### src/rtl/hello_world_rx.sv
// 8N1 UART receiver that checks the incoming byte stream for "Hello, World!".
// It emits one-cycle valid / frame_err / match pulses.
module hello_world_rx #(
  parameter int CLOCK_RATE     = 100_000_000,
  parameter int BAUD_RATE      = 115_200,
  parameter int CLOCKS_PER_BIT = CLOCK_RATE / BAUD_RATE
) (
  input  logic       clk,
  input  logic       rst,
  input  logic       rx,
  output logic [7:0] data,
  output logic       valid,
  output logic       frame_err,
  output logic       match,
  output logic       busy
);

  localparam int CW = (CLOCKS_PER_BIT > 1) ? $clog2(CLOCKS_PER_BIT) : 1;
  localparam logic [CW-1:0] HALF_M1 = CW'(CLOCKS_PER_BIT / 2 - 1);
  localparam logic [CW-1:0] LAST    = CW'(CLOCKS_PER_BIT - 1);

  typedef enum logic [1:0] {IDLE, START, DATA, STOP} state_t;

  state_t        state_q;
  logic          rx_meta_q, rx_s_q;
  logic [CW-1:0] cnt_q;
  logic [2:0]    bitidx_q;
  logic [7:0]    shift_q, data_q;
  logic          valid_q, frame_err_q, match_q, match_d;
  logic [3:0]    idx_q, idx_d;

  function automatic logic [7:0] msg_byte(input logic [3:0] i);
    case (i)
      4'd0:    msg_byte = 8'h48;
      4'd1:    msg_byte = 8'h65;
      4'd2:    msg_byte = 8'h6C;
      4'd3:    msg_byte = 8'h6C;
      4'd4:    msg_byte = 8'h6F;
      4'd5:    msg_byte = 8'h2C;
      4'd6:    msg_byte = 8'h20;
      4'd7:    msg_byte = 8'h57;
      4'd8:    msg_byte = 8'h6F;
      4'd9:    msg_byte = 8'h72;
      4'd10:   msg_byte = 8'h6C;
      4'd11:   msg_byte = 8'h64;
      4'd12:   msg_byte = 8'h21;
      default: msg_byte = 8'h00;
    endcase
  endfunction

  always_ff @(posedge clk) begin
    if (!rst) begin
      rx_meta_q <= 1'b1;
      rx_s_q    <= 1'b1;
    end else begin
      rx_meta_q <= rx;
      rx_s_q    <= rx_meta_q;
    end
  end

  // Receiver FSM; the stop bit is sampled at its midpoint so the next start edge is never missed.
  always_ff @(posedge clk) begin
    if (!rst) begin
      state_q     <= IDLE;
      cnt_q       <= '0;
      bitidx_q    <= '0;
      shift_q     <= '0;
      data_q      <= '0;
      valid_q     <= 1'b0;
      frame_err_q <= 1'b0;
    end else begin
      valid_q     <= 1'b0;
      frame_err_q <= 1'b0;
      case (state_q)
        IDLE: begin
          if (!rx_s_q) begin
            state_q <= START;
            cnt_q   <= '0;
          end
        end
        START: begin
          if (cnt_q == HALF_M1) begin
            if (!rx_s_q) begin
              state_q  <= DATA;
              cnt_q    <= '0;
              bitidx_q <= '0;
            end else begin
              state_q <= IDLE;
            end
          end else begin
            cnt_q <= cnt_q + CW'(1);
          end
        end
        DATA: begin
          if (cnt_q == LAST) begin
            shift_q[bitidx_q] <= rx_s_q;
            cnt_q             <= '0;
            if (bitidx_q == 3'd7) state_q <= STOP;
            else                  bitidx_q <= bitidx_q + 3'd1;
          end else begin
            cnt_q <= cnt_q + CW'(1);
          end
        end
        STOP: begin
          if (cnt_q == LAST) begin
            state_q <= IDLE;
            if (rx_s_q) begin
              data_q  <= shift_q;
              valid_q <= 1'b1;
            end else begin
              frame_err_q <= 1'b1;
            end
          end else begin
            cnt_q <= cnt_q + CW'(1);
          end
        end
        default: state_q <= IDLE;
      endcase
    end
  end

  // 'H' appears only at position 0, so a mismatch falls back to index 1 or 0.
  always_comb begin
    idx_d   = idx_q;
    match_d = 1'b0;
    if (frame_err_q) begin
      idx_d = 4'd0;
    end else if (valid_q) begin
      if (data_q == msg_byte(idx_q)) begin
        if (idx_q == 4'd12) begin
          idx_d   = 4'd0;
          match_d = 1'b1;
        end else begin
          idx_d = idx_q + 4'd1;
        end
      end else if (data_q == 8'h48) begin
        idx_d = 4'd1;
      end else begin
        idx_d = 4'd0;
      end
    end
  end

  always_ff @(posedge clk) begin
    if (!rst) begin
      idx_q   <= '0;
      match_q <= 1'b0;
    end else begin
      idx_q   <= idx_d;
      match_q <= match_d;
    end
  end

  assign data      = data_q;
  assign valid     = valid_q;
  assign frame_err = frame_err_q;
  assign match     = match_q;
  assign busy      = (state_q != IDLE);

endmodule

### config.mk
export PLATFORM = sky130hd
export DESIGN_NAME = hello_world_rx
export DESIGN_NICKNAME = d
export VERILOG_FILES = /design/src/rtl/hello_world_rx.sv
export SDC_FILE = /design/constraint.sdc
export NUM_CORES = 1
export LEC_CHECK = 0
export ABC_AREA = 1
export BUFFER_PORTS_ARGS = -buffer_cell sky130_fd_sc_hd__buf_2
export CAP_MARGIN = 15
export CORE_ASPECT_RATIO = 0.6
export CORE_MARGIN = 2
export CORE_UTILIZATION = 35
export CTS_BUF_LIST = sky130_fd_sc_hd__clkbuf_4 sky130_fd_sc_hd__clkbuf_8
export CTS_CLUSTER_SIZE = 12
export DETAILED_ROUTE_END_ITERATION = 10
export GPL_TIMING_DRIVEN = 1
export PLACE_DENSITY = 0.54
export SYNTH_ARGS = -nofsm -noshare
export SYNTH_HDL_FRONTEND = slang
export SYNTH_SLANG_ARGS = --single-unit
export TNS_END_PERCENT = 100
### constraint.sdc
create_clock -name clk -period 2.8 [get_ports clk]
set_clock_uncertainty 0.2 [all_clocks]
set_input_delay 0.28 -clock clk [delete_from_list [all_inputs] [get_ports clk]]
set_output_delay 0.28 -clock clk [all_outputs]
set_load 0.1 [all_outputs]
==> metrics.yaml, run 1 <==
antenna_found_initial: 0
place_congestion: 0.8680
ys_async_sr_fraction: 0
clockRootBuffer: "clkbuf_8"
crit_slowest_cell: "dfxtp_1"
pwr-share-clk: 0.380
rsz0062_at_grt: "no"
cts.clk_slew.worst_paths_ns: 0.10
cts_max_level: 2
slew_headroom: 0.6466
gr-usage-all-layers: 0.1689
die_h_um: 71.71
dr.pass1.iters: 5
min_period_ns: 2.377
vias_per_cell: 4.614
multiInputGateArea_um2: 1468
internal-power_mw: 0.9836
grt_pass1_wl_um: 10940
postCtsSetupBuffers: 0
p_comb_frac: 0.104
seq_area_frac_synth: 0.3519
gr-usage-met2: 0.2100
slowest_delay_ns: 0.35
syn_inst: 393
max_freq_ghz: 0.4207
layout.nets: 428
setup_viol: 0
yosys_warnings: 0
totalWireLength_um: 6406
synth_top_area_cell: "dfxtp_1"
synth_edf_count: 0
required_ns: 2.80
cp_max_fo: 4
clock_sink_count: 47
hpwl_um: 4910
p_sw_frac: 0.2706
ys_ff_latch: 47
top_usage_layer: "met1"
synthDistinctLibCells: 33
power_leakage_nw: 1.347
cap_violations: 0
die-area_um2: 8378
seqCellArea_um2: 942.2
ant_nets: 0
grt_start_max_net_pins: 21
dp.cells: 509
p_seq_frac: 0.516
diodes: 0
synth_top_area_share: 0.3519
io_buffers: 14
final_area_um2: 2994
clock_latency_ns: 0.31
numCtsBuffers: 5
synth_area_um2: 2674
drive_gt1_frac: 0.1425
cpMostUsedCell: "nand2_1"
worst-path-buf-inv: 2
grt.overflow.total: 0
fillers: 782
hold_path_class: "reg -> reg"
fp.dieW_um: 116.8
arrival_ns: 2.38
grt_pass1_vias: 2195
rows: 24
p_switching_mw: 0.3649
start_util: 0.3649
path_cells: "inv_1 -> nand2_1 -> nand2_1 -> nand2_1 -> nor2_1 -> nand2_1 -> o21ai_0 -> nand2_1 -> nand2_1 -> nand2_1 -> nor2_1 -> inv_1 -> ha_1 -> o21ai_0 -> nand2_1"
tightest_slew_ns: 0.5294
met3_usage: 0.04399
post-synth-top-count-cell: "nand2_1"
vias: 2390
slew_violations: 0
coreArea_um2: 7327
post_drt_wl_per_cell_um: 12.37
pin_count: 15
cts_tree: "yes"
met1_usage: 0.2818
final_cells: 518
worstSetupEndpointType: "flop"
drc: 0
power.density_nw_per_um2: 450.4
first_iter_violations: 135
synth_area_leaders: "dfxtp_1 35%, nand2_1 14%, inv_1 7.6%"
status: "finished clean"
final.setup.tns_ns: 0
worstSetupPathType: "reg -> reg"
clk_path_buf_depth: 2
vdd.ir_drop.worst_uv: 198.0
post_dp_cell_area_um2: 2872
hold_viol_final: 0
finalCritPeriodShare: 0.8489
synthFlopType: "dfxtp_1"
ys_top_cells_by_count: "103 x nand2_1, 54 x inv_1, 47 x dfxtp_1, 43 x nor2_1, 30 x nand3_1"
cp-start-kind: "flop"
syn_nets: 408
cpLargestDelayFamily: "simple AND/OR/NAND/NOR gates"
synth.avg_cell_area_um2: 6.804
areaGrowthSynthToFinish_pct: 11.98
[cells in the final DEF, fill, tap and decap left out, types with 2 or more instances in the layout]
cell,synthesis,layout
nand2_1,103,103
buf_2,0,14
inv_1,54,54
nand4_1,5,5
inv_4,2,2
nor2_2,2,2
xor2_1,3,3
clkinv_2,1,2
inv_2,5,5
o21a_1,3,3
ha_1,12,12
xnor2_1,3,3
a211oi_1,4,4
nor3_4,2,2
nor3_1,6,6
buf_4,0,3
nand2_2,5,5
nor2_4,5,5
o21ai_0,17,17
nor2_1,43,43
a21oi_1,20,20
a21oi_2,3,3
dfxtp_1,47,46
clkbuf_8,0,5
or2_2,2,2
nand3_1,30,30
nand2_4,4,4
[cells by family (layout without fill, tap and decap cells)]
family / count (synthesis) / count (layout) / synth area share
AOI/OAI and AO/OA: 51 / 51 / 0.1090
xor gates and xnor gates: 6 / 6 / 0.01966
adders and majority gates: 12 / 12 / 0.05615
buffers and inverters: 67 / 88 / 0.09920
DFF: 47 / 47 / 0.3519
and+or+nand+nor: 210 / 210 / 0.3641
[stage by stage]
step                      utilization  power (mW)  hold WS [ns]  worst slack, ns
after floorplan                     -      0.8152        0.1866         0.003133
after global placement         0.3919      0.8514        0.2052           0.5563
after detailed placement       0.3919      0.8501        0.2010           0.4637
after CTS                      0.4086       1.372        0.2263           0.4462
after global routing           0.4086       1.422        0.2313           0.1950
final                          0.4086       1.348        0.2195           0.4231
[routing by layer]
| layer | routed length [um] | share of wire | vias up |
|---|---|---|---|
| met5 | 0 | 0 | - |
| met4 | 34 | 0.0053 | 0 |
| met3 | 324 | 0.051 | 5 |
| met2 | 2259 | 0.35 | 52 |
| met1 | 3788 | 0.59 | 1057 |
| li1 | - | - | 1276 |
[power by group through the flow]
stage / combinational (mW) / clock [mW] / sequential, mW
final: 0.141 / 0.512 / 0.695
after CTS: 0.141 / 0.535 / 0.695
after global routing: 0.158 / 0.565 / 0.699
after detailed placement: 0.140 / 0 / 0.711
after global placement: 0.141 / 0 / 0.711
after floorplan: 0.109 / 0 / 0.706
[worst paths after layout]
path | startpoint | end | slack [ns] | depth (start not counted)
min reg2reg | rx_meta_q$_SDFF_PN1_ | rx_s_q$_SDFF_PN1_ | 0.22 | 1
max reg2reg | data[0]$_SDFFE_PN0P_ | flop | 0.42 | 15
min | rx_meta_q$_SDFF_PN1_ | rx_s_q$_SDFF_PN1_ | 0.22 | 1
max | data[0]$_SDFFE_PN0P_ | flop | 0.42 | 15
[timing repair]
action | 4_1_cts | 5_1_grt
gates resized for setup | 0 | 0
hold endpoints to repair | 1 | 0
hold buffers | 1 | 0
[area by class of cell]
| class | count | share of cell area |
|---|---|---|
| multi-input combinational | 279 | 0.4902 |
| timing repair buffer | 18 | 0.03427 |
| inverter | 62 | 0.07982 |
| sequential | 47 | 0.3147 |
| tap | 104 | 0.04346 |
| clock buffer | 5 | 0.02298 |
| clock inverter | 3 | 0.01463 |
Note: power is estimated with default switching activity, not from simulation.
==> run 2: changes to the inputs <==
ABC_AREA = 0   (was 1)
clock period = 2.2 ns   (was 2.8 ns; I/O delays follow)
==> run 2 against run 1 <==
Net effect:
- the flow now finishes with violations (setup timing)
- first-iteration DRC count shrank 12%
- die area shrank 9.4%
- power increased by 8.8%
- largest cell class unchanged
==> metrics.yaml, run 2 <==
dr_wl_met3_um: 287
power_leakage_nw: 1.365
synth_area_um2: 2412
dp_worst_setup_slack_ns: -0.3360
worstSetupEndpointType: "flop"
ys_ff_latch: 47
synth_area_leaders: "dfxtp_1 39%, ha_1 6.2%, nand2_1 5.3%"
power.density_nw_per_um2: 454.3
wl_met1_um: 3645
ant_nets: 0
gr-usage-all-layers: 0.1690
multiInputGateArea_um2: 1504
cpMostUsedCell: "and2_4"
finalPower_mw: 1.468
final_area_um2: 3231
seq_area_frac_synth: 0.3900
clk_path_buf_depth: 2
grt_start_max_net_pins: 33
fillers: 631
required_ns: 2.22
slew_headroom: 0.6755
top_layer: "met4"
place_congestion: 0.8787
start_util: 0.3613
slew_violations: 0
pin_count: 15
dr.pass1.iters: 4
hpwl_um: 4575
ys_async_sr_fraction: 0
yosys_warnings: 0
dr_wl_met2_um: 2311
hold_viol_final: 0
status: "finished, violations left"
final_cell_mix: "58 x buf_4, 36 x dfxtp_1, 34 x nand2_1"
cts_tree: "yes"
worstSetupPathType: "reg -> reg"
synthDistinctLibCells: 52
antenna_found_initial: 0
synthFlopType: "dfxtp_1"
syn_nets: 298
max_freq_ghz: 0.3925
cts_max_level: 2
post_drt_wl_per_cell_um: 14.25
first_iter_violations: 119
vias_per_cell: 5.023
grt.overflow.total: 0
violations: "setup timing"
areaGrowthSynthToFinish_pct: 33.92
drc: 0
grt_pass1_vias: 1894
post-synth-top-count-cell: "dfxtp_1"
vdd.ir_drop.worst_uv: 249.7
setup_viol: 7
setup_ws_ns: -0.3478
fp.dieW_um: 111.2
io_buffers: 14
fin_util: 0.4839
cts.clk_slew.worst_paths_ns: 0.09
grt_pass1_wl_um: 9908
path_cells: "xor2_1 -> nor4_2 -> and2_4 -> nand3b_1 -> a31oi_4 -> and2_4 -> ha_4 -> or4_4 -> o311ai_2"
tightest_slew_ns: 0.4901
synth_top_area_share: 0.3900
die-area_um2: 7594
crit_slowest_cell: "or4_4"
diodes: 0
vias: 2215
rows: 23
rsz0062_at_grt: "yes"
coreArea_um2: 6676
layout.nets: 368
clock_latency_ns: 0.31
synth_edf_count: 0
cp_max_fo: 3
ys_top_cells_by_count: "47 x dfxtp_1, 34 x nand2_1, 31 x nor2_1, 19 x a21oi_1, 16 x nand3_1"
cp-start-kind: "flop"
hold_path_class: "in -> reg"
r2r_slack_ns: -0.35
numCtsBuffers: 5
synth.avg_cell_area_um2: 8.524
seqCellArea_um2: 972.2
totalWireLength_um: 6286
arrival_ns: 2.57
syn_inst: 283
die_h_um: 68.31
post_dp_cell_area_um2: 3027
clockRootBuffer: "clkbuf_8"
slowest_delay_ns: 0.50
clock_sink_count: 47
finalCritPeriodShare: 1.158
drive_gt1_frac: 0.3503
synth_top_area_cell: "dfxtp_1"
min_period_ns: 2.548
cap_violations: 0
layout_commonest_cell: "buf_4"
-- run 2: changes by cell type after synthesis, moves of 7 or more --
cell and delta:
inv_1 -43, mux2i_1 +9, nand3_1 -14, and2_1 +9, nand2_1 -69, o21ai_0 -7
nor2_1 -12
-- run 2: worst max-delay path, delay by kind of cell (launching register included) --
kind,cells,cell delay (ns)
simple gates,5,1.34
fa+ha+maj,1,0.21
xor+xnor,1,0.16
flops,1,0.35
compound gates,2,0.18
-- run 2: path summary, 6_finish.rpt --
kind	to	cells past startpoint	from
max	flop	9	data[3]$_SDFFE_PN0P_
min	rx_meta_q$_SDFF_PN1_	3	rst
max reg2reg	flop	9	data[3]$_SDFFE_PN0P_
min reg2reg	rx_s_q$_SDFF_PN1_	1	rx_meta_q$_SDFF_PN1_
-- run 2: final cells by class --
class | instances | share of cell area
multi-input cells | 215 | 0.4655
clock inverters | 2 | 0.003873
inverters | 11 | 0.01278
well taps | 87 | 0.03369
clock buffers | 6 | 0.02363
repair buffers | 73 | 0.1596
flip-flops and latches | 47 | 0.3009
-- run 2: power by group --
part | internal (mW) | switching (mW) | total [mW]
clock | 0.235 | 0.312 | 0.547
sequential | 0.845 | 0.00247 | 0.848
combinational | 0.0238 | 0.0487 | 0.0725
-- run 2: cells by family (layout without fill, tap and decap cells) --
family | Yosys count | after routing | share of synthesized area
fa+ha+maj | 12 | 12 | 0.06224
flops | 47 | 47 | 0.3900
buf+inv | 21 | 92 | 0.03423
xor+xnor | 8 | 8 | 0.02905
mux | 11 | 11 | 0.04824
compound gates | 52 | 52 | 0.1349
simple gates | 132 | 132 | 0.3013
-- run 2: per-layer routing --
| metal | vias to the layer above | global-route usage |
|---|---|---|
| li1 | 1138 | - |
| met5 | - | 0 |
| met1 | 1035 | 0.2762 |
| met4 | 0 | 0.03704 |
| met3 | 5 | 0.04517 |
| met2 | 37 | 0.2066 |
-- run 2: repair_timing --
item                       CTS  global route
hold buffers                 1             0
setup endpoints to repair    8            23
hold endpoints to repair     1             0
buffers inserted             3             2
pin swaps                    5             6
resized for setup            3            15
-- run 2: stage by stage --
step           hold slack [ns]  TNS [ns]  std cells
2_1_floorplan          0.09304    -1.481        283
3_3_place_gp            0.2042    -1.298        427
3_5_place_dp            0.2096    -1.366        427
4_1_cts                0.01082    -1.751        439
5_1_grt                0.03466    -2.380        441
6_report               0.02319    -1.559        441
